<file path="config.mk">
export PLATFORM = sky130hd
export DESIGN_NAME = fetch_unit
export DESIGN_NICKNAME = d
export VERILOG_FILES = /design/src/rtl/rv32i_pkg.sv /design/src/rtl/fetch_skid_buf.sv /design/src/rtl/fetch_unit.sv
export SDC_FILE = /design/constraint.sdc
export NUM_CORES = 1
export LEC_CHECK = 0
export CAP_MARGIN = 20
export CORE_AREA = 2 2 131 133
export CTS_CLUSTER_DIAMETER = 120
export DETAILED_ROUTE_END_ITERATION = 10
export DIE_AREA = 0 0 133 135
export GPL_TIMING_DRIVEN = 0
export PLACE_DENSITY = 0.95
export SYNTH_ARGS = -nofsm -noshare
export SYNTH_HDL_FRONTEND = slang
export SYNTH_SLANG_ARGS = --single-unit
export TNS_END_PERCENT = 10
</file>
<file path="constraint.sdc">
create_clock -name clk_i -period 12.7 [get_ports clk_i]
set_input_delay 3.81 -clock clk_i [delete_from_list [all_inputs] [get_ports clk_i]]
set_output_delay 3.81 -clock clk_i [all_outputs]
set_load 0.02 [all_outputs]
</file>
<file path="src/rtl/rv32i_pkg.sv">
// ---------------------------------------------------------------------------
// rv32i_pkg
//   Shared types and constants for the RV32I front end.
//
//   DPW            datapath / PC width
//   NOP_INSTR      canonical bubble instruction (addi x0,x0,0)
//   fetch_state_t  fetch FSM states
//   if_id_t        one IF/ID pipeline entry {instr, pc, valid}
//   if_id_bubble() builds a bubble entry while keeping a given PC field
// ---------------------------------------------------------------------------
package rv32i_pkg;

    localparam int          DPW       = 32;
    localparam logic [31:0] NOP_INSTR = 32'h0000_0013;

    typedef enum logic [1:0] {
        ST_REQ  = 2'd0,   // free to issue a request
        ST_WAIT = 2'd1,   // one request outstanding, response wanted
        ST_DROP = 2'd2    // one request outstanding, response is wrong-path
    } fetch_state_t;

    typedef struct packed {
        logic [31:0]    instr;
        logic [DPW-1:0] pc;
        logic           valid;
    } if_id_t;

    // A bubble carries NOP so that downstream decode never sees garbage.
    function automatic if_id_t if_id_bubble(input logic [DPW-1:0] pc);
        if_id_t b;
        b.instr = NOP_INSTR;
        b.pc    = pc;
        b.valid = 1'b0;
        return b;
    endfunction

endpackage : rv32i_pkg

</file>
<file path="src/rtl/fetch_skid_buf.sv">
// ---------------------------------------------------------------------------
// fetch_skid_buf
//   One-entry holding register for an IF/ID entry that arrived while the
//   decode stage was stalled.
//
//   clk_i    in   clock, rising edge
//   rst_i    in   asynchronous active-high reset (empties the buffer)
//   load_i   in   capture data_i and mark the buffer full
//   clear_i  in   empty the buffer (wins over load_i)
//   data_i   in   entry to capture
//   data_o   out  buffered entry (meaningful only while full_o)
//   full_o   out  buffer holds an entry
// ---------------------------------------------------------------------------
module fetch_skid_buf
    import rv32i_pkg::*;
(
    input  logic   clk_i,
    input  logic   rst_i,
    input  logic   load_i,
    input  logic   clear_i,
    input  if_id_t data_i,
    output if_id_t data_o,
    output logic   full_o
);

    logic   full_q,  full_d;
    if_id_t entry_q, entry_d;

    // NOTE: every signal assigned in always_comb gets a default first so no
    // path leaves it unassigned and no latch is inferred.
    always_comb begin
        full_d  = full_q;
        entry_d = entry_q;
        if (clear_i) begin
            full_d = 1'b0;
        end else if (load_i) begin
            full_d  = 1'b1;
            entry_d = data_i;
        end
    end

    // NOTE: state registers use non-blocking assignments so every flop
    // samples the pre-edge value of its neighbours.
    always_ff @(posedge clk_i or posedge rst_i) begin
        if (rst_i) begin
            full_q <= 1'b0;
        end else begin
            full_q <= full_d;
        end
    end

    // NOTE: the payload is qualified by full_q, so it needs no reset; leaving
    // it out keeps the data flops plain.
    always_ff @(posedge clk_i) begin
        entry_q <= entry_d;
    end

    assign data_o = entry_q;
    assign full_o = full_q;

endmodule : fetch_skid_buf

</file>
<file path="src/rtl/fetch_unit.sv">
// ---------------------------------------------------------------------------
// fetch_unit
//   IF stage: owns the PC (PCF), issues instruction-memory requests (at most
//   one outstanding), and fills the IF/ID register. A one-entry skid buffer
//   absorbs a response that arrives while decode is stalled. redirect_i loads
//   pc_next_i and flushes the wrong path; a response already in flight at
//   that moment is discarded when it returns.
//
//   Optional feature: define FETCH_PERF_CNT_EN to add fetch_cnt_o and
//   bubble_cnt_o performance counters. Without it those ports do not exist
//   and behaviour is otherwise identical.
//
//   clk_i            in   clock, rising edge
//   rst_i            in   asynchronous active-high reset
//   pc_next_i        in   PCNext from branch_unit
//   redirect_i       in   taken branch/jump: load pc_next_i, flush
//   stall_i          in   hold IF/ID
//   imem_req_ready_i in   imem accepts the request
//   imem_rsp_valid_i in   imem response valid
//   imem_rsp_data_i  in   fetched instruction
//   pcf_o            out  current PC (PCF)
//   imem_req_valid_o out  request valid
//   imem_req_addr_o  out  request address (= pcf_o)
//   instr_d_o        out  IF/ID instruction (NOP_INSTR when not valid)
//   pc_d_o           out  IF/ID PC
//   valid_d_o        out  IF/ID valid
//   fetch_cnt_o      out  [FETCH_PERF_CNT_EN] valid IF/ID loads
//   bubble_cnt_o     out  [FETCH_PERF_CNT_EN] bubble IF/ID loads
// ---------------------------------------------------------------------------
module fetch_unit
    import rv32i_pkg::*;
#(
    parameter logic [DPW-1:0] RESET_PC  = '0,
    parameter logic [31:0]    NOP_INSTR = rv32i_pkg::NOP_INSTR
)
(
    input  logic           clk_i,
    input  logic           rst_i,
    input  logic [DPW-1:0] pc_next_i,
    input  logic           redirect_i,
    input  logic           stall_i,
    input  logic           imem_req_ready_i,
    input  logic           imem_rsp_valid_i,
    input  logic [31:0]    imem_rsp_data_i,
    output logic [DPW-1:0] pcf_o,
    output logic           imem_req_valid_o,
    output logic [DPW-1:0] imem_req_addr_o,
    output logic [31:0]    instr_d_o,
    output logic [DPW-1:0] pc_d_o,
    output logic           valid_d_o
`ifdef FETCH_PERF_CNT_EN
    ,
    output logic [31:0]    fetch_cnt_o,
    output logic [31:0]    bubble_cnt_o
`endif
);

    fetch_state_t   state_q,  state_d;
    logic [DPW-1:0] pc_q,     pc_d;
    logic [DPW-1:0] req_pc_q, req_pc_d;   // PC of the outstanding request
    if_id_t         ifid_q,   ifid_d;

    logic   issue;       // request offered this cycle
    logic   req_fire;    // request handshake
    logic   rsp_take;    // a response for the right path is accepted
    logic   skid_load;
    logic   skid_clear;
    logic   skid_full;
    if_id_t skid_data;
    if_id_t rsp_entry;

    // -----------------------------------------------------------------------
    // FSM: state register
    // -----------------------------------------------------------------------
    always_ff @(posedge clk_i or posedge rst_i) begin
        if (rst_i) begin
            state_q <= ST_REQ;
        end else begin
            state_q <= state_d;
        end
    end

    // -----------------------------------------------------------------------
    // FSM: next state
    // -----------------------------------------------------------------------
    always_comb begin
        state_d = state_q;
        unique case (state_q)
            ST_REQ: begin
                if (req_fire) state_d = ST_WAIT;
            end
            ST_WAIT: begin
                if (redirect_i) begin
                    // A response in the same cycle is simply dropped; if it
                    // has not come back yet it must be swallowed later.
                    state_d = imem_rsp_valid_i ? ST_REQ : ST_DROP;
                end else if (imem_rsp_valid_i) begin
                    state_d = req_fire ? ST_WAIT : ST_REQ;
                end
            end
            ST_DROP: begin
                // A further redirect does not matter here: the outstanding
                // response is wrong-path either way.
                if (imem_rsp_valid_i) state_d = ST_REQ;
            end
            default: state_d = ST_REQ;
        endcase
    end

    // -----------------------------------------------------------------------
    // FSM: outputs / per-cycle decisions
    // -----------------------------------------------------------------------
    always_comb begin
        // A full skid blocks issue, so no more than one instruction can be
        // in flight or parked beyond IF/ID. In ST_WAIT a new request may only
        // go out in the cycle the current response is consumed directly.
        issue = !skid_full && !redirect_i &&
                ((state_q == ST_REQ) ||
                 ((state_q == ST_WAIT) && imem_rsp_valid_i && !stall_i));
        req_fire   = issue && imem_req_ready_i;
        rsp_take   = (state_q == ST_WAIT) && imem_rsp_valid_i && !redirect_i;
        skid_load  = rsp_take && stall_i;
        skid_clear = redirect_i || (skid_full && !stall_i);
    end

    assign imem_req_valid_o = issue && !rst_i;
    assign imem_req_addr_o  = pc_q;
    assign pcf_o            = pc_q;

    // -----------------------------------------------------------------------
    // PC and outstanding-request PC
    // -----------------------------------------------------------------------
    always_comb begin
        pc_d     = pc_q;
        req_pc_d = req_pc_q;
        if (req_fire) req_pc_d = pc_q;
        // pc_next_i wraps naturally at 2^DPW; misaligned values pass through.
        if (redirect_i || req_fire) pc_d = pc_next_i;
    end

    always_ff @(posedge clk_i or posedge rst_i) begin
        if (rst_i) begin
            pc_q     <= RESET_PC;
            req_pc_q <= '0;
        end else begin
            pc_q     <= pc_d;
            req_pc_q <= req_pc_d;
        end
    end

    // -----------------------------------------------------------------------
    // Skid buffer
    // -----------------------------------------------------------------------
    always_comb begin
        rsp_entry.instr = imem_rsp_data_i;
        rsp_entry.pc    = req_pc_q;
        rsp_entry.valid = 1'b1;
    end

    fetch_skid_buf u_skid (
        .clk_i   (clk_i),
        .rst_i   (rst_i),
        .load_i  (skid_load),
        .clear_i (skid_clear),
        .data_i  (rsp_entry),
        .data_o  (skid_data),
        .full_o  (skid_full)
    );

    // -----------------------------------------------------------------------
    // IF/ID register: flush beats stall; a parked entry beats a fresh
    // response so program order is kept.
    // -----------------------------------------------------------------------
    always_comb begin
        ifid_d = ifid_q;
        if (redirect_i) begin
            ifid_d       = if_id_bubble(ifid_q.pc);
            ifid_d.instr = NOP_INSTR;
        end else if (!stall_i) begin
            if (skid_full) begin
                ifid_d = skid_data;
            end else if (rsp_take) begin
                ifid_d = rsp_entry;
            end else begin
                ifid_d       = if_id_bubble(ifid_q.pc);
                ifid_d.instr = NOP_INSTR;
            end
        end
    end

    always_ff @(posedge clk_i or posedge rst_i) begin
        if (rst_i) begin
            ifid_q.instr <= NOP_INSTR;
            ifid_q.pc    <= '0;
            ifid_q.valid <= 1'b0;
        end else begin
            ifid_q <= ifid_d;
        end
    end

    assign instr_d_o = ifid_q.instr;
    assign pc_d_o    = ifid_q.pc;
    assign valid_d_o = ifid_q.valid;

    // -----------------------------------------------------------------------
    // Optional performance counters
    // -----------------------------------------------------------------------
`ifdef FETCH_PERF_CNT_EN
    logic [31:0] fetch_cnt_q,  fetch_cnt_d;
    logic [31:0] bubble_cnt_q, bubble_cnt_d;

    // Only cycles where IF/ID actually loads count; a flush without stall
    // loads a bubble and is counted as one.
    always_comb begin
        fetch_cnt_d  = fetch_cnt_q;
        bubble_cnt_d = bubble_cnt_q;
        if (!stall_i) begin
            if (ifid_d.valid) fetch_cnt_d  = fetch_cnt_q  + 32'd1;
            else              bubble_cnt_d = bubble_cnt_q + 32'd1;
        end
    end

    always_ff @(posedge clk_i or posedge rst_i) begin
        if (rst_i) begin
            fetch_cnt_q  <= '0;
            bubble_cnt_q <= '0;
        end else begin
            fetch_cnt_q  <= fetch_cnt_d;
            bubble_cnt_q <= bubble_cnt_d;
        end
    end

    assign fetch_cnt_o  = fetch_cnt_q;
    assign bubble_cnt_o = bubble_cnt_q;
`else
    // Counters absent in this build.
`endif

endmodule : fetch_unit

</file>
---- Word level (Yosys, flattened, before mapping) ----
Index checks and enable logic that the tools add are counted.
operators by class
  equal/unequal tests ..................... 6
  multiplexer cells ....................... 13
  reduce and logical (&&, ||, !) cells .... 22
  bitwise operators ....................... 3
operators with widths
  operator                                                                count
  65-bit two-way mux                                                      4
  2-bit two-way mux                                                       5
  1-bit logical AND                                                       9
  2-bit != test (second input constant)                                   3
  2-bit one-hot mux with 3 select lines                                   1
  3-bit AND reduction                                                     2
  1-bit logical NOT                                                       4
  2-bit nonzero test                                                      2
  1-bit logical OR                                                        3
  1-bit two-way mux                                                       3
  3-bit != test (second input constant)                                   1
  1-bit NOT                                                               3
  2-bit by 1-bit equality test with 1-bit output (second input constant)  1
  2-bit equality test (second input constant)                             1
  2-bit logical NOT                                                       1
  2-bit AND reduction                                                     1
word-level totals
  output and inout bits ................... 130
  word-level logic and storage cells ...... 53
  bits in registers ....................... 196
  bits of input ports ..................... 70

---- Depth between registers and ports, before layout ----
Gate-level depths: netlist (run 1).
  word-level depth ........................ 10
  mapped depth ............................ 6
  depth with buffers taken out ............ 3

---- Cells and area by module ----
Synthesis (run 1) repeated with hierarchy kept, for this count alone.
second synthesis, totals
  cell total of the unflattened synthesis .. 674
  area, all modules ....................... 8464.4 um^2
modules (own cells, without submodules)
  module          cells an instance  area an instance (um^2)  seq. area each (um^2)  times used
  fetch_unit      605                6467.5                   3281.9                 1
  fetch_skid_buf  69                 1996.9                   1976.9                 1

---- Least setup slack after synthesis (run 1) ----
Ideal clock, no wire load.
  path type ............................... in2out
  start ................................... input port redirect_i
  end ..................................... output port imem_req_valid_o
  slack ................................... 3956 ps
  stages .................................. 5
  required time ........................... 8890 ps
  data arrival time ....................... 4934 ps
  cells stage by stage .................... buf_4 > buf_2 > buf_2 > buf_2 > nor3_1
on the way
  longest elaborated chain between the ends .. 4
RTL lines
  element                         RTL line           text
  from (decl)                     fetch_unit.sv:40   input logic redirect_i,
  1-bit logical NOT               fetch_unit.sv:117  issue = !skid_full && !redirect_i &&
  1-bit logical AND (2 in a row)  fetch_unit.sv:117
  1-bit logical AND               fetch_unit.sv:126  assign imem_req_valid_o = issue && !rst_i;
  to (decl)                       fetch_unit.sv:46   output logic imem_req_valid_o,
No other way between the ends.

---- Worst setup path after layout (run 1) ----
  start ................................... input port imem_rsp_valid_i
  end ..................................... output port imem_req_valid_o
on the way
  longest elaborated chain between the ends .. 5
RTL lines
  element                         RTL line           text
  from (decl)                     fetch_unit.sv:43   input logic imem_rsp_valid_i,
  1-bit logical AND (2 in a row)  fetch_unit.sv:119  ((state_q == ST_WAIT) && imem_rsp_valid_i && !stall_i));
  1-bit logical OR                fetch_unit.sv:118  ((state_q == ST_REQ) ||
  1-bit logical AND               fetch_unit.sv:117
  1-bit logical AND               fetch_unit.sv:126
No other way between the ends.

==> results of run 1 <==
==> metal layers <==
metal | vias up | wire length [um] | part of all wire, % | global-route usage (%)
li1 | 3125 | - | - | -
met2 | 424 | 12500 | 49 | 46.4
met4 | 2 | 894 | 3.5 | 14.3
met1 | 3550 | 9580 | 38 | 35.4
met5 | - | 12 | 0.048 | 0
met3 | 78 | 2250 | 8.9 | 6.46
==> path summary, 6_finish.rpt <==
kind	start	end	cells past startpoint
max	imem_rsp_valid_i	imem_req_valid_o	7
min	req_pc_q[15]	u_skid.data_o[16]	0
max reg2reg	state_q[1]	u_skid.data_o[22]	5
min reg2reg	req_pc_q[15]	u_skid.data_o[16]	0
max in group asynchronous	rst_i	instr_d_o[1]	3
min in group asynchronous	rst_i	imem_req_addr_o[17]	2
==> cells by family after synthesis <==
kind of cell | Yosys count | share of synthesized area [%]
flops | 196 | 59.6
compound gates | 167 | 15.3
buf+inv | 140 | 8.20
simple gates | 166 | 11.5
mux | 32 | 5.39
==> registers in the layout (all words and copies together) (netlist names) <==
name	flops
valid_d_o	1
pc_d_o	32
u_skid.full_o	1
state_q	2
req_pc_q	32
instr_d_o	32
u_skid.data_o	64
imem_req_addr_o	32
==> layout by cell type (no fill, tap or decap), types with 2 or more instances in the layout <==
| cell type | synthesis | layout |
|---|---|---|
| a221o_1 | 29 | 29 |
| and3_1 | 29 | 29 |
| buf_2 | 24 | 24 |
| buf_4 | 35 | 35 |
| buf_6 | 4 | 4 |
| bufinv_16 | 0 | 2 |
| clkbuf_1 | 39 | 39 |
| clkbuf_16 | 0 | 17 |
| clkbuf_2 | 2 | 2 |
| clkdlybuf4s50_1 | 0 | 199 |
| clkinv_2 | 0 | 2 |
| dfrtp_1 | 129 | 129 |
| dfstp_2 | 3 | 3 |
| edfxtp_1 | 64 | 64 |
| inv_1 | 35 | 34 |
| inv_6 | 0 | 6 |
| inv_8 | 0 | 3 |
| mux2_2 | 2 | 2 |
| mux2_4 | 30 | 30 |
| nand2_1 | 32 | 32 |
| nand2b_1 | 3 | 3 |
| nor2_1 | 36 | 36 |
| nor2b_1 | 2 | 2 |
| nor3_1 | 2 | 2 |
| nor4bb_1 | 23 | 23 |
| o2111ai_1 | 10 | 10 |
| o21a_1 | 2 | 2 |
| o21ai_0 | 23 | 23 |
| o221a_1 | 3 | 3 |
| o22ai_1 | 32 | 32 |
| o311ai_0 | 2 | 2 |
| o311ai_1 | 30 | 30 |
| o32ai_1 | 32 | 32 |
| or4_1 | 33 | 33 |
==> power groups by stage <==
stage | combinational [mW] | clock, mW | sequential [mW]
2_1_floorplan | 0.160 | 0 | 0.776
3_3_place_gp | 0.288 | 0 | 0.765
3_5_place_dp | 0.298 | 0 | 0.770
4_1_cts | 0.302 | 0.551 | 0.758
5_1_grt | 0.320 | 0.578 | 0.766
6_report | 0.302 | 0.550 | 0.760
==> cell type report <==
| class | count | area [um2] | share of cell area, % |
|---|---|---|---|
| inverter | 36 | 140 | 1.20 |
| timing repair buffer | 200 | 2020 | 17.3 |
| buffer | 104 | 584 | 5.00 |
| multi-input combinational | 365 | 2830 | 24.3 |
| tap | 220 | 275 | 2.36 |
| antenna | 1 | 2.50 | 0.0214 |
| clock inverter | 15 | 168 | 1.44 |
| sequential | 196 | 5230 | 44.8 |
| clock buffer | 17 | 425 | 3.64 |
==> Yosys cell counts, drive strengths merged, types with 2 or more instances <==
library cell  instances
a221o                29
or4                  33
o22ai                32
mux2                 32
nor2                 36
nand2                32
edfxtp               64
nor3                  2
clkbuf               41
o221a                 3
o21ai                23
o32ai                32
and3                 29
nand2b                3
o2111ai              10
inv                  36
o311ai               32
dfrtp               129
dfstp                 3
nor4bb               23
buf                  63
o21a                  2
nor2b                 2
==> critical path: stages <==
cell and delay, ns:
clkdlybuf4s50_1 0.59, nor2b_1 0.20, buf_6 0.15, clkbuf_1 0.38, o21ai_0 0.25, nor3_1 0.19
clkdlybuf4s50_1 0.64
==> metrics by stage <==
step / hold WS, ns / setup WS (ns) / instances
CTS: 0.470 / 2.72 / 1153
floorplan: 0.434 / 3.96 / 701
global placement: 0.447 / 2.77 / 1120
global route: 0.486 / 2.51 / 1153
finish: 0.482 / 2.68 / 1154
detailed placement: 0.454 / 2.74 / 1121
==> impl_metrics.ini, run 1 <==
[sta]
finClkSkew_ns = 0.00759
period_share_pct = 78.9
rsz0062_at_grt = no
hold_viol_final = 0
relSlewSlack_pct = 39.5
drv_slew = 0
finalSetupViolations = 0
worst_slew_pin_slew_ns = 0.907
max_freq_ghz = 0.0998
final.setup.tns_ns = 0
min_period_ns = 10.02

[power_and_ir_drop]
internal_power_mw = 1.17
leakage_nw = 4.81
p_total_mw = 1.61
swShare_pct = 27.4
power_frac_seq_pct = 47.1
p_sw_uw = 441
power_density_nw_per_um2 = 138
pwr-share-clk_pct = 34.1
combinationalPowerShare_pct = 18.7
ir_drop_mv = 0.105

[cts]
clk_path_buf_depth = 2
htreeDepth = 4
ctsHoldBuffers = 0
cts_inserted_buffers = 17
clk_pin_slew_ns = 0.07
clk_latency_ns = 0.44
post_cts_resized = 0
tritoncts = done
cts_sinks = 196
post_cts_buffers = 0
cts_root_buffer = clkbuf_16

[layout]
area_growth_pct = 33.0
final_util_pct = 71.2
drive_above_1_share_pct = 14.7
fin_nets = 990
design_area_um2 = 11700
fill_cells = 1062

[route]
wirelength_um = 25200
antenna_left = 0
post-route-drc-count = 0
wl_per_cell_um = 21.8
via_count = 7179
drtIter0Drc = 772
first_pass_iters = 5
via_per_inst = 6.22

[floorplanning]
io_pins = 200
row_count = 47
design.die.area_um2 = 18000
start_util_pct = 53.5
die_width_um = 133
fp.coreArea_um2 = 16400
die_h_um = 135

[yosys]
syn_area_per_cell_um2 = 12.5
synth_area_leader_cell = dfrtp_1
synth_cell_types = 39
synthTopCellsByArea = dfrtp_1, edfxtp_1, mux2_4, a221o_1, o32ai_1
synth_edf_count = 64
syn_area_um2 = 8780
synth_fp_nets = 771
synthFlopType = dfrtp_1
yosysSeqAreaShare_pct = 59.6
ys_seq_elements = 196
ys.warnings.count = 0
postSynth.asyncResetShare_pct = 67.3
syn-instance-count = 701
synth_top_area_share_pct = 36.8

[critical_path]
required_ns = 8.89
crit_fanout = 10
worstSetupEndpointType = primary output
reg2reg_slack_ns = 10.16
crit_arrival_ns = 6.21
start_kind = input pin
path_class = input pin to primary output

[placement]
routabilityCongestion = 0.857
dp_hpwl_um = 17000
io_buffers = 199
place_area_um2 = 11100

[worst_hold_path]
worstHoldPathType = flip-flop to flip-flop

[run_status]
status = finished, final reports clean

[global_route]
grt_pass1_vias = 7177
antenna_found_initial = 1
grt_pass1_wl_um = 38900
overflow = 0
track_usage_pct = 28.2
grt_max_degree = 92

[run]
drv_cap = 0
No activity file was read; power rests on OpenSTA's default activity.
==> run 2, diff against run 1 <==
--- a/config.mk
+++ b/config.mk
@@ -6,12 +6,12 @@
 export NUM_CORES = 1
 export LEC_CHECK = 0
 export CAP_MARGIN = 20
-export CORE_AREA = 2 2 131 133
+export CORE_AREA = 2 2 142 144
 export CTS_CLUSTER_DIAMETER = 120
 export DETAILED_ROUTE_END_ITERATION = 10
-export DIE_AREA = 0 0 133 135
+export DIE_AREA = 0 0 144 146
 export GPL_TIMING_DRIVEN = 0
-export PLACE_DENSITY = 0.95
+export PLACE_DENSITY = 0.88
 export SYNTH_ARGS = -nofsm -noshare
 export SYNTH_HDL_FRONTEND = slang
 export SYNTH_SLANG_ARGS = --single-unit
==> constraint.sdc (replaced) <==
create_clock -name clk_i -period 8.9 [get_ports clk_i]
set_input_delay 2.67 -clock clk_i [delete_from_list [all_inputs] [get_ports clk_i]]
set_output_delay 2.67 -clock clk_i [all_outputs]
set_load 0.02 [all_outputs]
==> run 2 against run 1 <==
  * Global-route usage is 4.4 points lower
  * Via count is 1.2% lower
  * Sequential power is 43% higher
  * Sequential cell count stayed put
  * Clock skew is 0.0035 ns higher
  * Clock power is 24% higher
  * Worst hold slack worse by 0.0019 ns
  * Register-to-register slack worse by 3.8 ns
  * Critical endpoint unchanged
  * Largest power group unchanged
  * Highest routed layer is now met4
==> impl_metrics.ini, run 2 (same netlist as run 1, synthesis figures left out) <==
[run]
drv_cap = 0

[layout]
drive_above_1_share_pct = 14.1
multi_input_area_um2 = 2830
fin_cells = 1198
area_growth_pct = 32.6
fin_nets = 990
final_common_cell = clkdlybuf4s50_1
fill_cells = 1509
largest_reg_flops = 64
diodes = 0
seq_area_um2 = 5230
final_cell_mix = clkdlybuf4s50_1, dfrtp_1, edfxtp_1, clkbuf_1, nor2_1

[placement]
pre_cts_ws_ns = 1.23
numPlacedInstances = 1166
dp_hpwl_um = 17400
io_buffers = 199
routabilityCongestion = 0.857

[sta]
min_period_ns = 7.73
drv_slew = 0
hold_viol_final = 0
holdWs_ns = 0.480
period_share_pct = 86.8
worst_slew_pin_slew_ns = 0.890
finClkSkew_ns = 0.0111
max_freq_ghz = 0.129
fin_ws_ns = 1.17
rsz0062_at_grt = no
final.setup.tns_ns = 0
finalSetupViolations = 0
relSlewSlack_pct = 40.6

[route]
via_per_inst = 5.92
first_pass_iters = 5
post-route-drc-count = 0
wl_per_cell_um = 20.8
via_count = 7094
drtIter0Drc = 741
wirelength_um = 24900
antenna_left = 0

[floorplanning]
start_util_pct = 45.4
row_count = 51
design.die.area_um2 = 21000
die_h_um = 146
io_pins = 200
fp.coreArea_um2 = 19300
die_width_um = 144

[power_and_ir_drop]
leakage_nw = 4.77
power_density_nw_per_um2 = 189
ir_drop_mv = 0.130

[critical_path]
slowest_stage = clkdlybuf4s50_1
crit_path_frequent_cell = clkdlybuf4s50_1
max_stage_delay_ns = 0.64
reg2reg_from = state_q[1]
start_kind = input pin
required_ns = 6.23
path_class = input pin to primary output
crit_fanout = 10
crit_arrival_ns = 5.06
crit_chain = clkdlybuf4s50_1, nor2b_1, buf_6, clkbuf_1, o21ai_0, nor3_1, clkdlybuf4s50_1
ff2ff_path_depth = 5
crit_start = imem_rsp_valid_i
worstSetupEndpointType = primary output

[worst_hold_path]
worstHoldPathType = flip-flop to flip-flop
min_from = req_pc_q[24]
hold_depth = 0

[cts]
clk_latency_ns = 0.43
htreeDepth = 4
post_cts_buffers = 0
clk_path_buf_depth = 2
cts_inserted_buffers = 17
clk_pin_slew_ns = 0.07
cts_sinks = 196
tritoncts = done
cts_root_buffer = clkbuf_16
post_cts_resized = 0
ctsHoldBuffers = 0

[global_route]
grt_pass1_vias = 7006
overflow = 0
track_usage_pct = 23.8
grt_pass1_wl_um = 38900
grt_max_degree = 76
antenna_found_initial = 0

[run_status]
status = finished, final reports clean
[run 2: changes by cell type in the layout (fill, tap and decap cells not counted), sizes merged]
cell / previous run / this run
bufinv: 2 / 0
clkbuf: 58 / 64
clkinv: 4 / 7
clkinvlp: 1 / 0
diode: 1 / 0
inv: 44 / 38
[run 2: where the power goes]
part           internal (mW)  switching, mW
Sequential              1.02         0.0681
Clock                  0.357          0.326
Combinational          0.232          0.197
Total                   1.61          0.591
[run 2: final timing paths]
path,slack (ns),to
hold / removal,0.48,u_skid.data_o[25]
min in group asynchronous,2.72,imem_req_addr_o[19]
setup reg to reg,6.38,u_skid.data_o[30]
max in group asynchronous,5.39,instr_d_o[0]
hold reg to reg,0.48,u_skid.data_o[25]
setup / recovery,1.17,imem_req_valid_o
[run 2: through the flow]
step	area, um2	util [%]	total power, mW
after floorplan	8780	-	1.33
after global routing	11600	60.2	2.28
final	11600	60.2	2.20
after global placement	11100	57.4	1.51
after CTS	11600	60.2	2.20
after detailed placement	11100	57.6	1.53
[run 2: critical path: cells and delay by family]
kind / cells / cell delay (ns)
compound gates: 1 / 0.24
buf+inv: 4 / 1.76
simple gates: 2 / 0.39
[run 2: per-layer routing]
metal / track usage, % / up-vias / part of all wire, %
met5: 0 / - / 0
met4: 8.38 / 0 / 2.3
met3: 6.15 / 47 / 8.3
met2: 37.5 / 390 / 49
met1: 32.0 / 3538 / 40
li1: - / 3119 / -
[run 2: area by class of cell]
cell class / instances / area share [%]
Inverter: 36 / 1.20
Timing Repair Buffer: 200 / 17.3
Sequential cell: 196 / 44.9
Tap cell: 265 / 2.85
Multi-Input combinational cell: 365 / 24.3
Buffer: 104 / 5.02
Clock inverter: 9 / 0.494
Clock buffer: 23 / 3.85
